===== src/rtl/complex_matrix_loader.sv =====
// Serial-to-parallel operand loader for the complex array add/sub ALU.
// Optional WAIT watchdog enabled by defining LOADER_TIMEOUT_EN.
module complex_matrix_loader #(
  parameter int a_row    = 2,
  parameter int a_column = 2,
  parameter int size     = 16
) (
  input  logic                           clk,
  input  logic                           rst,
  input  logic [size-1:0]                in_data,
  input  logic                           in_valid,
  input  logic                           in_last,
  input  logic                           in_op,
  output logic                           in_ready,
  output logic [a_row*a_column*size-1:0] a_flat,
  output logic [a_row*a_column*size-1:0] b_flat,
  output logic                           a_valid,
  output logic                           b_valid,
  output logic                           start,
  output logic                           operation,
  input  logic                           alu_valid,
  output logic                           busy,
  output logic                           frame_err
);

  localparam int N  = a_row * a_column;
  localparam int CW = (N > 1) ? $clog2(N) : 1;
  localparam logic [CW-1:0] LAST_IDX = CW'(N - 1);

  localparam logic [2:0] S_IDLE   = 3'd0;
  localparam logic [2:0] S_LOAD_A = 3'd1;
  localparam logic [2:0] S_LOAD_B = 3'd2;
  localparam logic [2:0] S_ISSUE  = 3'd3;
  localparam logic [2:0] S_WAIT   = 3'd4;

  logic [2:0]        r_state;
  logic [CW-1:0]     r_cnt;
  logic [N*size-1:0] r_a_flat;
  logic [N*size-1:0] r_b_flat;
  logic              r_a_valid;
  logic              r_b_valid;
  logic              r_op;
  logic              r_frame_err;
`ifdef LOADER_TIMEOUT_EN
  logic [15:0]       r_wd;
`endif

  logic w_xfer;
  logic w_last_elem;

  assign in_ready    = (r_state == S_IDLE) || (r_state == S_LOAD_A) || (r_state == S_LOAD_B);
  assign busy        = (r_state != S_IDLE);
  assign start       = (r_state == S_ISSUE);
  assign w_xfer      = in_valid && in_ready;
  assign w_last_elem = (r_cnt == LAST_IDX);

  assign a_flat    = r_a_flat;
  assign b_flat    = r_b_flat;
  assign a_valid   = r_a_valid;
  assign b_valid   = r_b_valid;
  assign operation = r_op;
  assign frame_err = r_frame_err;

  // Frame assembly state machine, buffers and handshake flags
  always_ff @(posedge clk) begin
    if (rst) begin
      r_state     <= S_IDLE;
      r_cnt       <= '0;
      r_a_flat    <= '0;
      r_b_flat    <= '0;
      r_a_valid   <= 1'b0;
      r_b_valid   <= 1'b0;
      r_op        <= 1'b0;
      r_frame_err <= 1'b0;
`ifdef LOADER_TIMEOUT_EN
      r_wd        <= 16'h0000;
`endif
    end else begin
      r_frame_err <= 1'b0;
      case (r_state)
        S_IDLE, S_LOAD_A: begin
          if (w_xfer) begin
            r_a_flat[int'(r_cnt)*size +: size] <= in_data;
            // in_last can never be legal while A is still filling
            if (in_last) begin
              r_frame_err <= 1'b1;
              r_a_valid   <= 1'b0;
              r_b_valid   <= 1'b0;
              r_cnt       <= '0;
              r_state     <= S_IDLE;
            end else begin
              if (r_state == S_IDLE) begin
                r_op <= in_op;
              end
              if (w_last_elem) begin
                r_a_valid <= 1'b1;
                r_cnt     <= '0;
                r_state   <= S_LOAD_B;
              end else begin
                r_cnt   <= r_cnt + CW'(1);
                r_state <= S_LOAD_A;
              end
            end
          end
        end
        S_LOAD_B: begin
          if (w_xfer) begin
            r_b_flat[int'(r_cnt)*size +: size] <= in_data;
            if (in_last != w_last_elem) begin
              r_frame_err <= 1'b1;
              r_a_valid   <= 1'b0;
              r_b_valid   <= 1'b0;
              r_cnt       <= '0;
              r_state     <= S_IDLE;
            end else if (w_last_elem) begin
              r_b_valid <= 1'b1;
              r_cnt     <= '0;
              r_state   <= S_ISSUE;
            end else begin
              r_cnt <= r_cnt + CW'(1);
            end
          end
        end
        S_ISSUE: begin
          r_state <= S_WAIT;
`ifdef LOADER_TIMEOUT_EN
          r_wd    <= 16'h0000;
`endif
        end
        S_WAIT: begin
          if (alu_valid) begin
            r_a_valid <= 1'b0;
            r_b_valid <= 1'b0;
            r_state   <= S_IDLE;
`ifdef LOADER_TIMEOUT_EN
          end else if (r_wd == 16'hFFFF) begin
            r_frame_err <= 1'b1;
            r_a_valid   <= 1'b0;
            r_b_valid   <= 1'b0;
            r_state     <= S_IDLE;
          end else begin
            r_wd <= r_wd + 16'h0001;
`endif
          end
        end
        default: begin
          r_state <= S_IDLE;
          r_cnt   <= '0;
        end
      endcase
    end
  end

endmodule


===== config.mk =====
export PLATFORM = sky130hd
export DESIGN_NAME = complex_matrix_loader
export DESIGN_NICKNAME = d
export VERILOG_FILES = /design/src/rtl/complex_matrix_loader.sv
export SDC_FILE = /design/constraint.sdc
export NUM_CORES = 1
export LEC_CHECK = 0
export ABC_AREA = 1
export CORE_MARGIN = 5
export CORE_UTILIZATION = 30
export CTS_CLUSTER_SIZE = 8
export DETAILED_ROUTE_END_ITERATION = 8
export PLACE_DENSITY = 0.62
export SLEW_MARGIN = 0
export SYNTH_ARGS = -nofsm -noshare
export SYNTH_HDL_FRONTEND = slang
export SYNTH_SLANG_ARGS = --single-unit

===== constraint.sdc =====
create_clock -name clk -period 2.03 [get_ports clk]
set_input_delay 0.406 -clock clk [delete_from_list [all_inputs] [get_ports clk]]
set_output_delay 0.406 -clock clk [all_outputs]
set_load 0.03 [all_outputs]

# == Word level (Yosys, flattened, before mapping) ==
# Cells that the tools add are included.
# word_totals
ff_bits,137
inputBits,22
out_inout_bits,135
elab_cells,75
# op_classes
n_addsub,2
eq_ne,13
shift,2
mux,33
n_bitwise,2
n_reduce_logical,15
# ops
cell,n
64-bit bitwise mux,2
16-bit by 33-bit variable shift with 64-bit output (first input constant),1
16-bit by 33-bit variable part select with 64-bit output,1
6-bit negation with 33-bit output,1
3-bit two-way mux,5
1-bit two-way mux,14
2-bit two-way mux,7
3-bit case mux with 4 select lines,1
6-bit AND reduction,2
2-bit != test (second input constant),4
4-bit AND reduction,2
3-bit by 2-bit equality test with 1-bit output (second input constant),2
1-bit case mux with 3 select lines,2
2-bit case mux with 3 select lines,1
3-bit nonzero test,2
2-bit AND reduction,2
2-bit OR reduction,2
3-bit by 1-bit equality test with 1-bit output (second input constant),1
3-bit equality test (second input constant),1
3-bit logical NOT,1
3-bit by 2-bit != test with 1-bit output (second input constant),1
3-bit != test (second input constant),1
3-bit AND reduction,1
2-bit by 1-bit adder with 2-bit output (second input constant),1
7 further kinds,9

# == Longest topological paths before layout ==
# Gate-level depths: netlist of run 1.
# depth
ltp_word,6
mapped_depth,11
ltp_nobuf,11

# == Worst setup path before layout of run 1 ==
# Ideal clock, no wire load.
# synth_path
path_type,register to register
start,register r_cnt[0]
end,register r_b_flat[52] (netlist: b_flat[52])
setup_time_ns,0.070
t_arrival_ns,1.752
t_required_ns,1.960
path_slack_ns,0.208
path_stages_with_launch,10
path_buffers,2
synth_period_minus_slack_ns,1.822
path_cell_list,dfxtp_1 -> clkbuf_2 -> inv_1 -> ha_1 -> inv_1 -> nand3_1 -> clkbuf_1 -> nor2_1 -> nand3_1 -> a21oi_1
# synth_between
elab_chain_len,3
# synth_lines
element,line,text
"start, declared",37,logic [CW-1:0] r_cnt;
"start signal, assigned",100,r_cnt <= r_cnt + CW'(1);
"start signal, assigned",120,r_cnt <= r_cnt + CW'(1);
6-bit negation with 33-bit output (*),108,r_b_flat[int'(r_cnt)*size +: size] <= in_data;
16-bit by 33-bit variable part select with 64-bit output / 16-bit by 33-bit variable shift with 64-bit output (equally long branches),108,
64-bit bitwise mux (*),108,
"end signal, assigned by index",108,
"end, declared",39,logic [N*size-1:0] r_b_flat;
# Mark *: on every way between the ends. The rest lies on a longest branch, timed or not.
# A chain may end at the register's enable or synchronous reset.

# == Worst setup path after layout of run 1 ==
# layout_path
start,register r_a_flat[7] (netlist: a_flat[7])
end,output port a_flat[7]
# layout_lines
element,line,text
"start, declared",38,logic [N*size-1:0] r_a_flat;
"start signal, assigned by index",83,r_a_flat[int'(r_cnt)*size +: size] <= in_data;
"end, declared",15,"output logic [a_row*a_column*size-1:0] a_flat,"
# No word-level cell between the ends.

==> qor.yml, run 1 <==
synth-compound-area-share_pct: 13.1
numPortBuffers: 156
layout.cells.most_common_list: "167 x nand2_1, 152 x clkdlybuf4s50_1, 136 x dfxtp_1"
grt_usage_pct: 18.1
ys_seq_elements: 137
synthXorXnorAreaFrac_pct: 0
critPathTopFamily: "buffers and inverters"
dr_total_vias: 5604
slew_violations: 0
die_w_um: 147
finalCritPeriodShare_pct: 92.6
ys_warn_count: 0
grt_remaining_overflow: 0
cts_tree: "built"
std_cell_rows: 50
syn_area_sq_mm: 0.00565
worst_slew_pin_slew_ps: 610
max_stage_delay_ps: 700
grt_pass1_vias: 5504
cts_root_buf: "clkbuf_16"
clockBufferDepth: 2
slowest_stage: "clkdlybuf4s50_1"
fillerInstances: 1869
drt_iter0_drc: 370
start_util_pct: 30.3
syn2layout_area_growth_pct: 43.1
synth_top_family_by_area: "simple AND/OR/NAND/NOR gates"
ioPinCount: 157
grt_pass1_wl_mm: 30.8
status: "finished clean"
synthMuxAreaShare_pct: 0
power.density_mw_per_mm2: 778
drv_cap: 0
startpoint: "a_flat[7]"
synth_cells: 752
cp_max_fo: 2
hold_path.class: "register to register"
via_per_inst: 4.86
cts_max_level: 4
fin_skew_ps: 4.70
hold_path_startpoint: "b_flat[33]"
clk_pin_slew_ps: 60
antenna_left: 0
fin_nets: 936
timing.setup.tns_ps: 0
synthAdderAreaFrac_pct: 1.77
core-area_sq_mm: 0.0186
cp-start-kind: "register"
hold_buffers: 0
fmax_mhz: 532
yosys.area_share.simple_pct: 28.4
gp_congestion: 0.813
crit_type: "register to output pin"
ir_drop_mv: 0.533
drt_wl_total_mm: 19.6
die_h_um: 147
drive_gt1_share_pct: 8.92
drc: 0
syn_avg_cell_area_sq_um: 7.51
insertion_delay_ps: 410
cp.arrival_ps: 1470
seq_area_frac_synth_pct: 48.6
crit_path_end_kind: "output pin"
fin_crit_ps: 1880
clkSinkCount: 137
whs_ps: 458
hold_viol: 0
dp_hpwl_mm: 13.4
crit_chain: "clkdlybuf4s50_1"
n_antenna_cell: 0
cts_buffers: 17
slew_headroom_pct: 59.4
p_leak_uw: 0.00293
synth_fp_nets: 782
final_common_cell: "nand2_1"
crit_buf_inv: 1
r2r-start: "r_cnt[1]"
antenna_found_initial: 0
die-area_sq_mm: 0.0217
grt_max_degree: 121
dr.pass1.iters: 5
postCtsSetupBuffers: 0
rsz0062_at_grt: "false"
setup_viol: 0
wl_per_cell_um: 17.0
ys_types: 24
worstPathRequired_ps: 1620
fin_util_pct: 43.4
[area by class of cell]
| class | instances | area [sq um] | area share, % |
|---|---|---|---|
| clock buffer | 25 | 505 | 6.25 |
| clock inverter | 7 | 65.1 | 0.805 |
| inverter | 46 | 175 | 2.17 |
| multi-input combinational | 519 | 2460 | 30.4 |
| sequential | 137 | 2740 | 33.9 |
| tap | 234 | 293 | 3.62 |
| timing repair buffer | 185 | 1840 | 22.8 |
[worst paths after layout]
path | endpoint | slack, ps | cells past startpoint
setup / recovery | a_flat[7] | 150 | 1
hold / removal | b_flat[33] | 460 | 2
setup reg to reg | b_flat[7] | 200 | 8
hold reg to reg | b_flat[33] | 460 | 2
[registers in the layout, summed over array words and instances (netlist names)]
register / cells
r_cnt: 2
operation: 1
r_state: 3
b_valid: 1
frame_err: 1
a_flat: 64
b_flat: 64
a_valid: 1
[per-stage QoR]
stage | setup slack, ps | total power (uW) | std cells | instance area, sq um
4_1_cts | 3.97 | 6350 | 1153 | 8080
6_report | 149 | 6290 | 1153 | 8080
5_1_grt | 70.4 | 6540 | 1153 | 8080
2_1_floorplan | 208 | 3120 | 752 | 5650
3_5_place_dp | 0.571 | 3370 | 1121 | 7510
3_3_place_gp | 51.3 | 3370 | 1121 | 7510
[where the power goes]
group          internal [uW]  switching, uW
Clock                   1840           1140
Combinational            186            380
Sequential              2720           21.8
Total                   4750           1540
[cells in the mapped netlist]
cell | number | area (sq um)
nand2_1 | 169 | 634
o21ai_0 | 13 | 65.1
inv_4 | 1 | 6.26
buf_6 | 9 | 101
nor3_1 | 32 | 160
nor2_4 | 3 | 33.8
nand4_1 | 5 | 31.3
buf_4 | 5 | 37.5
nor2_8 | 1 | 20.0
nand2_2 | 1 | 6.26
dfxtp_1 | 137 | 2740
inv_2 | 3 | 11.3
buf_2 | 7 | 35.0
clkbuf_2 | 1 | 5.00
ha_1 | 8 | 100
buf_1 | 3 | 11.3
o21ai_1 | 1 | 5.00
nor2_1 | 65 | 244
nand3b_1 | 1 | 7.51
clkbuf_1 | 25 | 93.8
nand2_4 | 6 | 67.6
inv_1 | 42 | 158
nand3_1 | 80 | 400
a21oi_1 | 134 | 671
[cell families after synthesis]
logic type,count (synthesis)
AOI/OAI and AO/OA,148
adders and majority gates,8
buffers and inverters,96
and+or+nand+nor,363
DFF,137
[routing by layer]
layer / share of wire [%] / global-route usage, %
met5: 0 / 0
met4: 1.8 / 5.22
met3: 6.0 / 5.61
met2: 46 / 28.4
met1: 46 / 24.0
[what timing repair did]
item	4_1_cts	5_1_grt
pin swaps	0	0
resized for setup	4	9
setup endpoints to repair	3	19
No activity file was read; power rests on OpenSTA's default activity.
==> inputs of run 2 (changes only) <==
--- a/config.mk
+++ b/config.mk
@@ -7,10 +7,10 @@
 export LEC_CHECK = 0
 export ABC_AREA = 1
 export CORE_MARGIN = 5
-export CORE_UTILIZATION = 30
+export CORE_UTILIZATION = 44
 export CTS_CLUSTER_SIZE = 8
 export DETAILED_ROUTE_END_ITERATION = 8
-export PLACE_DENSITY = 0.62
+export PLACE_DENSITY = 0.82
 export SLEW_MARGIN = 0
 export SYNTH_ARGS = -nofsm -noshare
 export SYNTH_HDL_FRONTEND = slang
==> constraint.sdc (replaced) <==
create_clock -name clk -period 2.03 [get_ports clk]
set_input_delay 0.203 -clock clk [delete_from_list [all_inputs] [get_ports clk]]
set_output_delay 0.203 -clock clk [all_outputs]
set_load 0.03 [all_outputs]
==> run 2 against run 1 <==
  * Register-to-register slack got worse by 80 ps
  * Worst setup slack got worse by 40 ps
  * Clock power increased by 5%
==> qor.yml, run 2 (synthesis results as in run 1) <==
p_sw_share_pct: 24.6  # +0.16 points
grt_remaining_overflow: 0  # unchanged
cts_tree: "built"
p_switching_uw: 1580  # +2.7%
die_w_um: 123  # -16%
fillerInstances: 1167  # -38%
startpoint: "r_state[1]"
pwr-share-clk_pct: 48.9  # +1.5 points
worstPathRequired_ps: 1830  # +210 ps
fin_crit_ps: 1920  # +40.3 ps
die_h_um: 123  # -16%
slew_headroom_pct: 55.9  # -3.5 points
cts_buffers: 17  # unchanged
r2r_end: "b_flat[28]"
clkSinkCount: 137  # unchanged
ioPinCount: 157  # unchanged
status: "finished clean"
cts_root_buf: "clkbuf_16"
post_cts_resized: 3  # -1
grt_pass1_wl_mm: 27.8  # -9.8%
grt_busiest_layer: "met2"
cts_max_level: 4  # unchanged
cp.arrival_ps: 1720  # +250 ps
numPortBuffers: 156  # unchanged
postCtsSetupBuffers: 0  # unchanged
hold_path.class: "input port to register"
grt_usage_pct: 23.5  # +5.4 points
dr_total_vias: 5669  # +1.2%
cp-endpoint: "busy"
wl_per_cell_um: 16.6  # -2.3%
ir_drop_mv: 0.518  # -2.8%
via_per_inst: 5.24  # +7.9%
syn2layout_area_growth_pct: 40.0
antenna_found_initial: 0  # unchanged
grt_pass1_vias: 5426  # -1.4%
drv_cap: 0  # unchanged
drive_gt1_share_pct: 7.59  # -1.3 points
p_int_uw: 4840  # +1.9%
r2r_cells: 7  # -1
layout.cells.most_common_list: "169 x nand2_1, 153 x clkdlybuf4s50_1, 135 x dfxtp_1"
clk_pin_slew_ps: 60  # about the same
met2_usage_pct: 37.5  # +9.1 points
slew_violations: 0  # unchanged
power.density_mw_per_mm2: 812  # +4.4%
rrSetupSlack_ps: 120  # -80 ps
dr.pass1.iters: 5  # unchanged
clockBufferDepth: 2  # unchanged
insertion_delay_ps: 410  # about the same
seqPwrFrac_pct: 42.7  # -0.9 points
drt_iter0_drc: 560  # +51%
drt_wl_total_mm: 18.0  # -8.4%
drc: 0  # unchanged
antenna_left: 0  # unchanged
fmax_mhz: 521  # -2.1%
rsz0062_at_grt: "true"
regArea_sq_mm: 0.00275  # about the same
combinationalPowerShare_pct: 8.4  # -0.6 points
core-area_sq_mm: 0.0126  # -32%
cp_max_fo: 7  # +5
dp_cells: 1049  # -6.4%
dp_hpwl_mm: 12.2  # -9.4%
die-area_sq_mm: 0.0152  # -30%
fin_util_pct: 62.7  # +19 points
stdcell_count: 1081  # -6.2%
setup_viol: 0  # unchanged
fin_nets: 926  # -1.1%
finalCritPeriodShare_pct: 94.6  # +2.0 points
met3_usage_pct: 7.09  # +1.5 points
gp_congestion: 0.853  # +4.9%
std_cell_rows: 41  # -18%
fin_skew_ps: 7.48  # +2.78 ps
crit_type: "register to output pin"
final_common_cell: "nand2_1"
multi_input_area_sq_mm: 0.00245  # -0.61%
worst_slew_pin_slew_ps: 662  # +52.3 ps
hold_viol: 0  # unchanged
r2r-start: "r_cnt[0]"
grt_use_met1_pct: 30.0  # +6.1 points
grt_max_degree: 104  # -14%
n_antenna_cell: 0  # unchanged
hold_buffers: 0  # unchanged
cp-start-kind: "register"
crit_path_end_kind: "output pin"
start_util_pct: 44.8  # +14 points
p_leak_uw: 0.00288  # -1.7%
-- run 2: worst min-delay path by stage --
stage / from / end / slack (ps) / cells after the start
4_1_cts: rst / b_flat[29] / 130 / 2
3_3_place_gp: b_flat[43] / b_flat[43] / 450 / 2
3_5_place_dp: b_flat[7] / b_flat[7] / 450 / 2
2_1_floorplan: in_valid / frame_err / 360 / 2
6_report: rst / r_state[2] / 130 / 2
5_1_grt: rst / b_flat[17] / 130 / 2
-- run 2: cell type report --
cell class,count,area share (%)
Clock buffer,18,5.43
Inverter,46,2.21
Timing Repair Buffer,175,21.8
Multi-Input combinational cell,519,30.9
Sequential cell,137,34.7
Clock inverter,14,2.20
Tap cell,172,2.72
-- run 2: power groups by stage --
stage,combinational (uW),clock [uW],sequential (uW)
2_1_floorplan,258,0,2860
3_3_place_gp,527,0,2800
3_5_place_dp,530,0,2800
4_1_cts,533,3160,2750
5_1_grt,577,3290,2750
6_report,536,3140,2750
-- run 2: worst max-delay path, cell delays in order, from the launching register on --
cell,delay [ps]
dfxtp_2,440
nor2_1,110
nand2_1,80
clkdlybuf4s50_1,670
-- run 2: per-stage QoR --
step / total power (uW) / setup TNS [ps] / hold WS, ps / cell area, sq um / setup WS, ps
finish: 6420 / 0 / 127 / 7910 / 109
global route: 6620 / -36.1 / 134 / 7910 / -19.2
floorplan: 3120 / 0 / 359 / 5650 / 208
CTS: 6440 / 0 / 126 / 7910 / 37.8
global placement: 3330 / 0 / 449 / 7310 / 217
detailed placement: 3330 / 0 / 453 / 7310 / 153
-- run 2: layer usage --
layer	share of wire, %	vias up	wire (um)
met4	2.6	0	459
met1	42	2633	7640
li1	-	2763	-
met3	8.3	34	1490
met2	47	239	8390
met5	0	-	0
